### src/rtl/wave_pkg.sv
// ----------------------------------------------------------------------------
// wave_pkg
//   Shared definitions for the oscilloscope waveform capture path:
//   default geometry of the wave RAM record, the sequencer state encodings
//   and the trigger comparison used by the trigger detector.
//   No ports (package).
// ----------------------------------------------------------------------------
package wave_pkg;

    localparam int DEPTH_DEF       = 300;
    localparam int ADDR_W_DEF      = 9;
    localparam int PRE_TRIG_DEF    = 150;
    localparam int HOLD_FRAMES_DEF = 2;
    localparam int TIMEOUT_DEF     = 4096;

    localparam int STATE_W = 3;

    // Kept as plain constants so the status display can decode them directly.
    localparam logic [STATE_W-1:0] ST_IDLE     = 3'd0;
    localparam logic [STATE_W-1:0] ST_PRE_FILL = 3'd1;
    localparam logic [STATE_W-1:0] ST_ARMED    = 3'd2;
    localparam logic [STATE_W-1:0] ST_POST     = 3'd3;
    localparam logic [STATE_W-1:0] ST_HOLD     = 3'd4;

    // Level crossing between two consecutive samples; falling selects the
    // direction of the crossing.
    function automatic logic edge_cross(input logic [7:0] prev,
                                        input logic [7:0] cur,
                                        input logic [7:0] level,
                                        input logic       falling);
        if (falling) begin
            return (prev > level) && (cur <= level);
        end
        return (prev < level) && (cur >= level);
    endfunction

endpackage

### src/rtl/wave_trig_detect.sv
// ----------------------------------------------------------------------------
// wave_trig_detect
//   Remembers the previously accepted sample and flags when the current
//   accepted sample crosses the trigger level in the selected direction.
//   Ports:
//     clk_i          clock
//     rst_n_i        asynchronous active-low reset
//     clear_i        forget the previous sample (start of a new record)
//     sample_valid_i current sample is an accepted sample
//     sample_i       current sample
//     level_i        trigger threshold
//     edge_i         0 rising, 1 falling
//     hit_o          combinational: current accepted sample is a trigger
// ----------------------------------------------------------------------------
module wave_trig_detect
    import wave_pkg::*;
(
    input  logic       clk_i,
    input  logic       rst_n_i,
    input  logic       clear_i,
    input  logic       sample_valid_i,
    input  logic [7:0] sample_i,
    input  logic [7:0] level_i,
    input  logic       edge_i,
    output logic       hit_o
);

    logic [7:0] prev_q;
    logic       prev_valid_q;

    // The valid flag keeps the very first sample of a record from being
    // compared against a stale or reset value.
    always_ff @(posedge clk_i or negedge rst_n_i) begin
        if (!rst_n_i) begin
            prev_q       <= '0;
            prev_valid_q <= 1'b0;
        end else if (clear_i) begin
            prev_q       <= '0;
            prev_valid_q <= 1'b0;
        end else if (sample_valid_i) begin
            prev_q       <= sample_i;
            prev_valid_q <= 1'b1;
        end
    end

    assign hit_o = sample_valid_i && prev_valid_q &&
                   edge_cross(prev_q, sample_i, level_i, edge_i);

endmodule

### src/rtl/wave_capture_ctrl.sv
// ----------------------------------------------------------------------------
// wave_capture_ctrl
//   Waveform capture sequencer. Writes decimated AD samples into a circular
//   DEPTH-entry wave RAM around a trigger, freezes the RAM in HOLD and
//   translates renderer column requests (with horizontal shift) into RAM
//   read addresses. Re-arms after HOLD_FRAMES renderer frames.
//   Ports:
//     lcd_clk_i      clock                sys_rst_n_i   async active-low reset
//     ad_valid_i     sample strobe        ad_data_i     sample value
//     trig_level_i   trigger threshold    trig_edge_i   0 rising / 1 falling
//     decim_i        keep 1 of decim+1    run_i         continuous acquisition
//     single_i       single capture pulse h_shift_i     [9] dir, [8:0] offset
//     data_req_i     renderer read req    line_cnt_i    renderer column
//     wr_over_i      frame-complete pulse
//     ram_wr_en_o/ram_wr_addr_o/ram_wr_data_o   RAM write port (registered)
//     ram_rd_addr_o  RAM read address     outrange_o    column has no sample
//     trig_found_o   1 triggered, 0 auto  state_o       FSM state
// ----------------------------------------------------------------------------
module wave_capture_ctrl
    import wave_pkg::*;
#(
    parameter int DEPTH       = DEPTH_DEF,
    parameter int ADDR_W      = ADDR_W_DEF,
    parameter int PRE_TRIG    = PRE_TRIG_DEF,
    parameter int HOLD_FRAMES = HOLD_FRAMES_DEF,
    parameter int TIMEOUT     = TIMEOUT_DEF
) (
    input  logic               lcd_clk_i,
    input  logic               sys_rst_n_i,
    input  logic               ad_valid_i,
    input  logic [7:0]         ad_data_i,
    input  logic [7:0]         trig_level_i,
    input  logic               trig_edge_i,
    input  logic [3:0]         decim_i,
    input  logic               run_i,
    input  logic               single_i,
    input  logic [ADDR_W:0]    h_shift_i,
    input  logic               data_req_i,
    input  logic [ADDR_W-1:0]  line_cnt_i,
    input  logic               wr_over_i,
    output logic               ram_wr_en_o,
    output logic [ADDR_W-1:0]  ram_wr_addr_o,
    output logic [7:0]         ram_wr_data_o,
    output logic [ADDR_W-1:0]  ram_rd_addr_o,
    output logic               outrange_o,
    output logic               trig_found_o,
    output logic [STATE_W-1:0] state_o
);

    localparam int CNT_W    = $clog2(TIMEOUT + 1);
    localparam int IDX_W    = ADDR_W + 2;
    localparam int POST_LEN = DEPTH - PRE_TRIG - 1;

    localparam logic [ADDR_W-1:0] LAST_ADDR   = ADDR_W'(DEPTH - 1);
    localparam logic [ADDR_W-1:0] PRE_ADDR    = ADDR_W'(PRE_TRIG);
    localparam logic [ADDR_W-1:0] PRE_COMPL   = ADDR_W'(DEPTH - PRE_TRIG);
    localparam logic [ADDR_W:0]   DEPTH_SUM   = (ADDR_W+1)'(DEPTH);
    localparam logic [IDX_W-1:0]  DEPTH_IDX   = IDX_W'(DEPTH);
    localparam logic [CNT_W-1:0]  PRE_LAST    = CNT_W'(PRE_TRIG - 1);
    localparam logic [CNT_W-1:0]  TO_LAST     = CNT_W'(TIMEOUT - 1);
    localparam logic [CNT_W-1:0]  POST_LAST   = CNT_W'(POST_LEN - 1);
    localparam logic [CNT_W-1:0]  FRAMES_LAST = CNT_W'(HOLD_FRAMES - 1);

    logic [STATE_W-1:0] state_q, state_d;
    logic [CNT_W-1:0]   cnt_q, cnt_d;
    logic               single_mode_q, single_mode_d;
    logic [ADDR_W-1:0]  trig_addr_q, trig_addr_d;
    logic               trig_found_q, trig_found_d;
    logic [3:0]         decim_q, decim_d;
    logic [3:0]         dcnt_q, dcnt_d;
    logic [ADDR_W-1:0]  wr_ptr_q, wr_ptr_d;
    logic               wr_over_q;
    logic               wr_en_q;
    logic [ADDR_W-1:0]  wr_addr_q;
    logic [7:0]         wr_data_q;
    logic [ADDR_W-1:0]  rd_addr_q;
    logic               outrange_q;

    logic writing, abort, strobe, accept, hit, restart, wr_rise;

    // A single-shot capture must survive run being low, so only a
    // run-mode record is aborted by dropping run.
    assign writing = (state_q == ST_PRE_FILL) || (state_q == ST_ARMED) ||
                     (state_q == ST_POST);
    assign abort   = ((state_q == ST_PRE_FILL) || (state_q == ST_ARMED)) &&
                     !run_i && !single_mode_q;
    assign strobe  = ad_valid_i && writing && !abort;
    assign accept  = strobe && (dcnt_q == 4'd0);
    assign wr_rise = wr_over_i && !wr_over_q;

    wave_trig_detect u_trig (
        .clk_i          (lcd_clk_i),
        .rst_n_i        (sys_rst_n_i),
        .clear_i        (restart),
        .sample_valid_i (accept),
        .sample_i       (ad_data_i),
        .level_i        (trig_level_i),
        .edge_i         (trig_edge_i),
        .hit_o          (hit)
    );

    // Next-state logic. cnt_q is shared: samples in PRE_FILL/ARMED/POST,
    // frames in HOLD; it is cleared on every state change.
    always_comb begin
        state_d       = state_q;
        cnt_d         = cnt_q;
        single_mode_d = single_mode_q;
        trig_addr_d   = trig_addr_q;
        trig_found_d  = trig_found_q;
        decim_d       = decim_q;
        dcnt_d        = dcnt_q;
        wr_ptr_d      = wr_ptr_q;
        restart       = 1'b0;

        if (strobe) begin
            dcnt_d = (dcnt_q == 4'd0) ? decim_q : dcnt_q - 4'd1;
        end
        if (accept) begin
            wr_ptr_d = (wr_ptr_q == LAST_ADDR) ? '0 : wr_ptr_q + 1'b1;
        end
        if ((state_q != ST_IDLE) && single_i) begin
            single_mode_d = 1'b1;
        end

        case (state_q)
            ST_IDLE: begin
                if (single_i || run_i) begin
                    restart       = 1'b1;
                    single_mode_d = single_i;
                end
            end
            ST_PRE_FILL: begin
                if (abort) begin
                    state_d = ST_IDLE;
                    cnt_d   = '0;
                end else if (accept) begin
                    if (cnt_q == PRE_LAST) begin
                        state_d = ST_ARMED;
                        cnt_d   = '0;
                    end else begin
                        cnt_d = cnt_q + 1'b1;
                    end
                end
            end
            ST_ARMED: begin
                if (abort) begin
                    state_d = ST_IDLE;
                    cnt_d   = '0;
                end else if (accept) begin
                    if (hit || (cnt_q == TO_LAST)) begin
                        state_d      = ST_POST;
                        cnt_d        = '0;
                        trig_addr_d  = wr_ptr_q;
                        trig_found_d = hit;
                    end else begin
                        cnt_d = cnt_q + 1'b1;
                    end
                end
            end
            ST_POST: begin
                if (accept) begin
                    if (cnt_q == POST_LAST) begin
                        state_d = ST_HOLD;
                        cnt_d   = '0;
                    end else begin
                        cnt_d = cnt_q + 1'b1;
                    end
                end
            end
            ST_HOLD: begin
                if (wr_rise) begin
                    if (cnt_q == FRAMES_LAST) begin
                        cnt_d = '0;
                        if (run_i && !single_mode_q) begin
                            restart = 1'b1;
                        end else begin
                            state_d = ST_IDLE;
                        end
                    end else begin
                        cnt_d = cnt_q + 1'b1;
                    end
                end
            end
            default: begin
                state_d = ST_IDLE;
                cnt_d   = '0;
            end
        endcase

        // Starting a record latches the decimation setting and restarts
        // the decimation phase so the first strobe is kept.
        if (restart) begin
            state_d = ST_PRE_FILL;
            cnt_d   = '0;
            decim_d = decim_i;
            dcnt_d  = 4'd0;
        end
    end

    // Read path: shifted column index, then map it into the frozen record
    // that starts PRE_TRIG entries before the trigger address.
    logic [IDX_W-1:0]  line_ext, amt_ext, idx;
    logic              idx_in_range, rd_valid;
    logic [ADDR_W-1:0] rd_base, rd_next;
    logic [ADDR_W:0]   rd_sum;

    assign line_ext     = {2'b00, line_cnt_i};
    assign amt_ext      = {2'b00, h_shift_i[ADDR_W-1:0]};
    assign idx          = h_shift_i[ADDR_W] ? (line_ext - amt_ext)
                                            : (line_ext + amt_ext);
    assign idx_in_range = !idx[IDX_W-1] && (idx < DEPTH_IDX);
    assign rd_base      = (trig_addr_q >= PRE_ADDR) ? (trig_addr_q - PRE_ADDR)
                                                    : (trig_addr_q + PRE_COMPL);
    assign rd_sum       = {1'b0, rd_base} + {1'b0, idx[ADDR_W-1:0]};
    assign rd_next      = (rd_sum >= DEPTH_SUM) ? ADDR_W'(rd_sum - DEPTH_SUM)
                                                : rd_sum[ADDR_W-1:0];
    assign rd_valid     = (state_q == ST_HOLD) && data_req_i && idx_in_range;

    // All sequencer, write-port and read-port registers.
    always_ff @(posedge lcd_clk_i or negedge sys_rst_n_i) begin
        if (!sys_rst_n_i) begin
            state_q       <= ST_IDLE;
            cnt_q         <= '0;
            single_mode_q <= 1'b0;
            trig_addr_q   <= '0;
            trig_found_q  <= 1'b0;
            decim_q       <= 4'd0;
            dcnt_q        <= 4'd0;
            wr_ptr_q      <= '0;
            wr_over_q     <= 1'b0;
            wr_en_q       <= 1'b0;
            wr_addr_q     <= '0;
            wr_data_q     <= '0;
            rd_addr_q     <= '0;
            outrange_q    <= 1'b1;
        end else begin
            state_q       <= state_d;
            cnt_q         <= cnt_d;
            single_mode_q <= single_mode_d;
            trig_addr_q   <= trig_addr_d;
            trig_found_q  <= trig_found_d;
            decim_q       <= decim_d;
            dcnt_q        <= dcnt_d;
            wr_ptr_q      <= wr_ptr_d;
            wr_over_q     <= wr_over_i;
            wr_en_q       <= accept;
            if (accept) begin
                wr_addr_q <= wr_ptr_q;
                wr_data_q <= ad_data_i;
            end
            rd_addr_q     <= rd_valid ? rd_next : '0;
            outrange_q    <= !rd_valid;
        end
    end

    assign ram_wr_en_o   = wr_en_q;
    assign ram_wr_addr_o = wr_addr_q;
    assign ram_wr_data_o = wr_data_q;
    assign ram_rd_addr_o = rd_addr_q;
    // Masked with the live state so the flag never lags a HOLD exit.
    assign outrange_o    = outrange_q || (state_q != ST_HOLD);
    assign trig_found_o  = trig_found_q;
    assign state_o       = state_q;

endmodule

### config.mk
export PLATFORM = sky130hd
export DESIGN_NAME = wave_capture_ctrl
export DESIGN_NICKNAME = d
export VERILOG_FILES = /design/src/rtl/wave_pkg.sv /design/src/rtl/wave_trig_detect.sv /design/src/rtl/wave_capture_ctrl.sv
export SDC_FILE = /design/constraint.sdc
export NUM_CORES = 1
export LEC_CHECK = 0
export BUFFER_PORTS_ARGS = -buffer_cell sky130_fd_sc_hd__buf_2
export CORE_MARGIN = 1.5
export CORE_UTILIZATION = 55
export CTS_CLUSTER_DIAMETER = 60
export DETAILED_ROUTE_END_ITERATION = 16
export PLACE_DENSITY = 0.78
export SETUP_SLACK_MARGIN = 0.02
export SLEW_MARGIN = 20
export SYNTH_ARGS = -nofsm -noshare
export SYNTH_HDL_FRONTEND = slang
export SYNTH_SLANG_ARGS = --single-unit
export TNS_END_PERCENT = 50
### constraint.sdc
create_clock -name lcd_clk_i -period 10.8 [get_ports lcd_clk_i]
set_clock_uncertainty 0.1 [all_clocks]
set_input_delay 2.16 -clock lcd_clk_i [delete_from_list [all_inputs] [get_ports lcd_clk_i]]
set_output_delay 2.16 -clock lcd_clk_i [all_outputs]
set_load 0.03 [all_outputs]
==> results_dict.tcl <==
set metrics [dict create \
    firstDrtPassIters 4 \
    cp-endpoint "ram_rd_addr_o[5]" \
    hold_viol 0 \
    drv_slew 0 \
    dp_cells 833 \
    drt-initial-drc-count 152 \
    cp.arrival_ns 6.18 \
    drive_gt1_share_pct 18.7 \
    switching_power_uw 516 \
    initial_core_util_pct 57.6 \
    cp_max_fo 12 \
    outcome "complete, no violations" \
    rsz0062_at_grt "false" \
    drc 0 \
    synth_top_area_share_pct 35.5 \
    post-route-min-period_ns 6.02 \
    diodes 0 \
    syn_area_um2 5700 \
    clock_latency_ns 0.35 \
    num_io_pins 79 \
    finalSetupTns_ns 0 \
    vias_per_cell 5.64 \
    setup_viol 0 \
    fin_nets 813 \
    power_uw 1210 \
    areaGrowthSynthToFinish_pct 12.5 \
    fmax_mhz 166 \
    worstHoldPathType "reg2reg" \
    synth_top_flop_cell "dfrtp_1" \
    synth_area_leaders "dfrtp_1 36%, ha_1 11%, nand2_1 5.8%" \
    synth_edf_count 0 \
    p_per_area_nw_per_um2 189 \
    htreeDepth 3 \
    p_comb_share_pct 45.2 \
    antenna_found_initial 0 \
    routed_wl_um 11900 \
    reg2regPathDepth 14 \
    yosys.area.top_type "dfrtp_1" \
    cts-root-buf "clkbuf_8" \
    clockPowerShare_pct 19.5 \
    detail-route-antenna-nets 0 \
    crit_start "h_shift_i[3]" \
    die_y_um 105 \
    grt_pass1_wl_um 20500 \
    cts_tree "yes" \
    synth_warnings 0 \
    hold_slack_ns 0.380 \
    cts_resized 0 \
    p_int_uw 696 \
    syn_inst 635 \
    numPortBuffers 78 \
    syn-num-nets 737 \
    grt-ovfl-total 0 \
    wl_per_cell_um 14.0 \
    dp_hpwl_um 8900 \
    clock-sinks 82 \
    via_count 4792 \
    synth.avg_cell_area_um2 8.98 \
    tightest_slew_ns 0.975 \
    async_flop_share_pct 100 \
    fp-row-count 36 \
    r2r_slack_ns 6.09 \
    max-clock-path-buffers 2 \
    post_cts_buffers 0 \
    track_usage_pct 22.5 \
    post-route-period-util_pct 55.7 \
    cp-end-kind "register" \
    dieArea_um2 11000 \
    timing.rr.end "ram_rd_addr_o[5]" \
    ys_ff_latch 82 \
    grt_max_degree 83 \
    design_area_um2 6420 \
    cp-start-kind "primary input" \
    fill_cells 837 \
    placed_area_um2 6200 \
    ys_types 73 \
    cts_hold_buf 0 \
    cp.required_ns 10.96 \
    p_leak_uw 0.00324 \
    vdd_drop_max_uv 145 \
    cts-buffers-inserted 9 \
    grt_pass1_vias 4636 \
    layout.cells.non_filler 849 \
    finalWeightedCongestion 0.884 \
    die_w_um 105 \
    crit_type "in2reg" \
    r2r-start "trig_addr_q[1]" \
    core-area_um2 9910 \
    power.share.sequential_pct 35.3 \
    path_clk_slew_ns 0.09 \
    relSlewSlack_pct 35.0 \
    yosysSeqAreaShare_pct 36.0 \
    max_cap_viol_count 0 \
    sw_frac_of_total_pct 42.6 \
]
-- cells in the mapped netlist (7+ instances only) --
cell	number
nand2_1	88
a21oi_1	43
clkbuf_1	7
nor3_1	20
nand4_1	13
xor2_1	10
and3_1	9
dfrtp_1	81
a211oi_1	7
inv_1	43
nor2_1	40
mux2_2	16
xnor2_1	21
a21o_1	17
nand3_1	12
o21ai_0	24
nor2b_1	14
or3_1	11
ha_1	52
-- power groups by stage --
| stage | Clock, uW | Sequential [uW] | Combinational, uW |
|---|---|---|---|
| after floorplan | 0 | 470 | 375 |
| after global placement | 0 | 431 | 527 |
| after detailed placement | 0 | 433 | 544 |
| after CTS | 241 | 427 | 548 |
| after global routing | 255 | 439 | 609 |
| final | 236 | 428 | 548 |
-- sequential cells by signal, indices dropped and copies added, names as in the netlist, 3 cells and up --
name and cells:
cnt_q 13, ram_rd_addr_o 9, ram_wr_addr_o 9, trig_addr_q 9, wr_ptr_q 9, ram_wr_data_o 8, u_trig.prev_q 8, dcnt_q 4
decim_q 4, state_o 3
-- area by class of cell --
type	count	area, um^2	share of cell area [%]
Clock buffer	10	138	2.14
Inverter	45	169	2.63
Timing Repair Buffer	81	419	6.53
Sequential cell	82	2050	32.0
Tap cell	133	166	2.59
Multi-Input combinational cell	492	3400	53.0
Clock inverter	6	72.6	1.13
-- critical path, cell delays in order --
cell,delay (ns)
buf_2,0.09
inv_1,0.04
ha_1,0.43
or3b_4,0.43
a311oi_2,0.29
o21ai_1,0.14
and3_1,0.19
or2_2,0.27
ha_1,0.26
or3_1,0.40
or3_1,0.34
o211ai_1,0.21
o21ai_0,0.14
o32ai_2,0.40
o21ai_0,0.14
a211oi_1,0.25
-- stage by stage --
stage	setup WS [ns]	util, %
2_1_floorplan	4.88	-
3_3_place_gp	4.62	62.6
3_5_place_dp	4.43	62.6
4_1_cts	4.81	64.7
5_1_grt	4.51	64.8
6_report	4.78	64.8
-- logic make-up after synthesis --
kind of cell | Yosys count | synth area share [%]
AND/OR/NAND/NOR | 247 | 21.7
AO/OA/AOI/OAI | 138 | 16.6
flip-flops | 82 | 36.0
buffers and inverters | 61 | 4.41
adder cells (fa/ha/maj) | 55 | 12.5
XOR/XNOR | 31 | 4.76
multiplexers | 21 | 4.04
-- how the worst min path moves through the flow --
| stage | from | end | slack [ns] | depth (start not counted) |
|---|---|---|---|---|
| floorplan | u_trig.prev_valid_q | u_trig.prev_valid_q | 0.38 | 2 |
| global placement | ram_wr_addr_o[5] | ram_wr_addr_o[5] | 0.35 | 2 |
| detailed placement | ram_wr_data_o[1] | ram_wr_data_o[1] | 0.36 | 2 |
| CTS | ram_wr_data_o[1] | ram_wr_data_o[1] | 0.38 | 2 |
| global route | ram_wr_data_o[1] | ram_wr_data_o[1] | 0.40 | 2 |
| finish | ram_wr_addr_o[1] | ram_wr_addr_o[1] | 0.38 | 2 |
-- metal layers --
metal	wire, um	global-route usage, %	vias up
met5	0	0	-
met4	171	6.36	0
met3	449	3.74	16
met2	5550	38.2	107
met1	5680	29.7	2265
li1	-	-	2404
-- layout by cell type, fill, tap and decap left out, drive strengths merged, types with 20 or more instances in the layout --
master and instances:
buf 81, dfrtp 81, nor2 40, ha 52
inv 45, nand2 88, o21ai 26, xnor2 21
a21oi 43, nor3 20
Note: power is estimated with default switching activity, not from simulation.
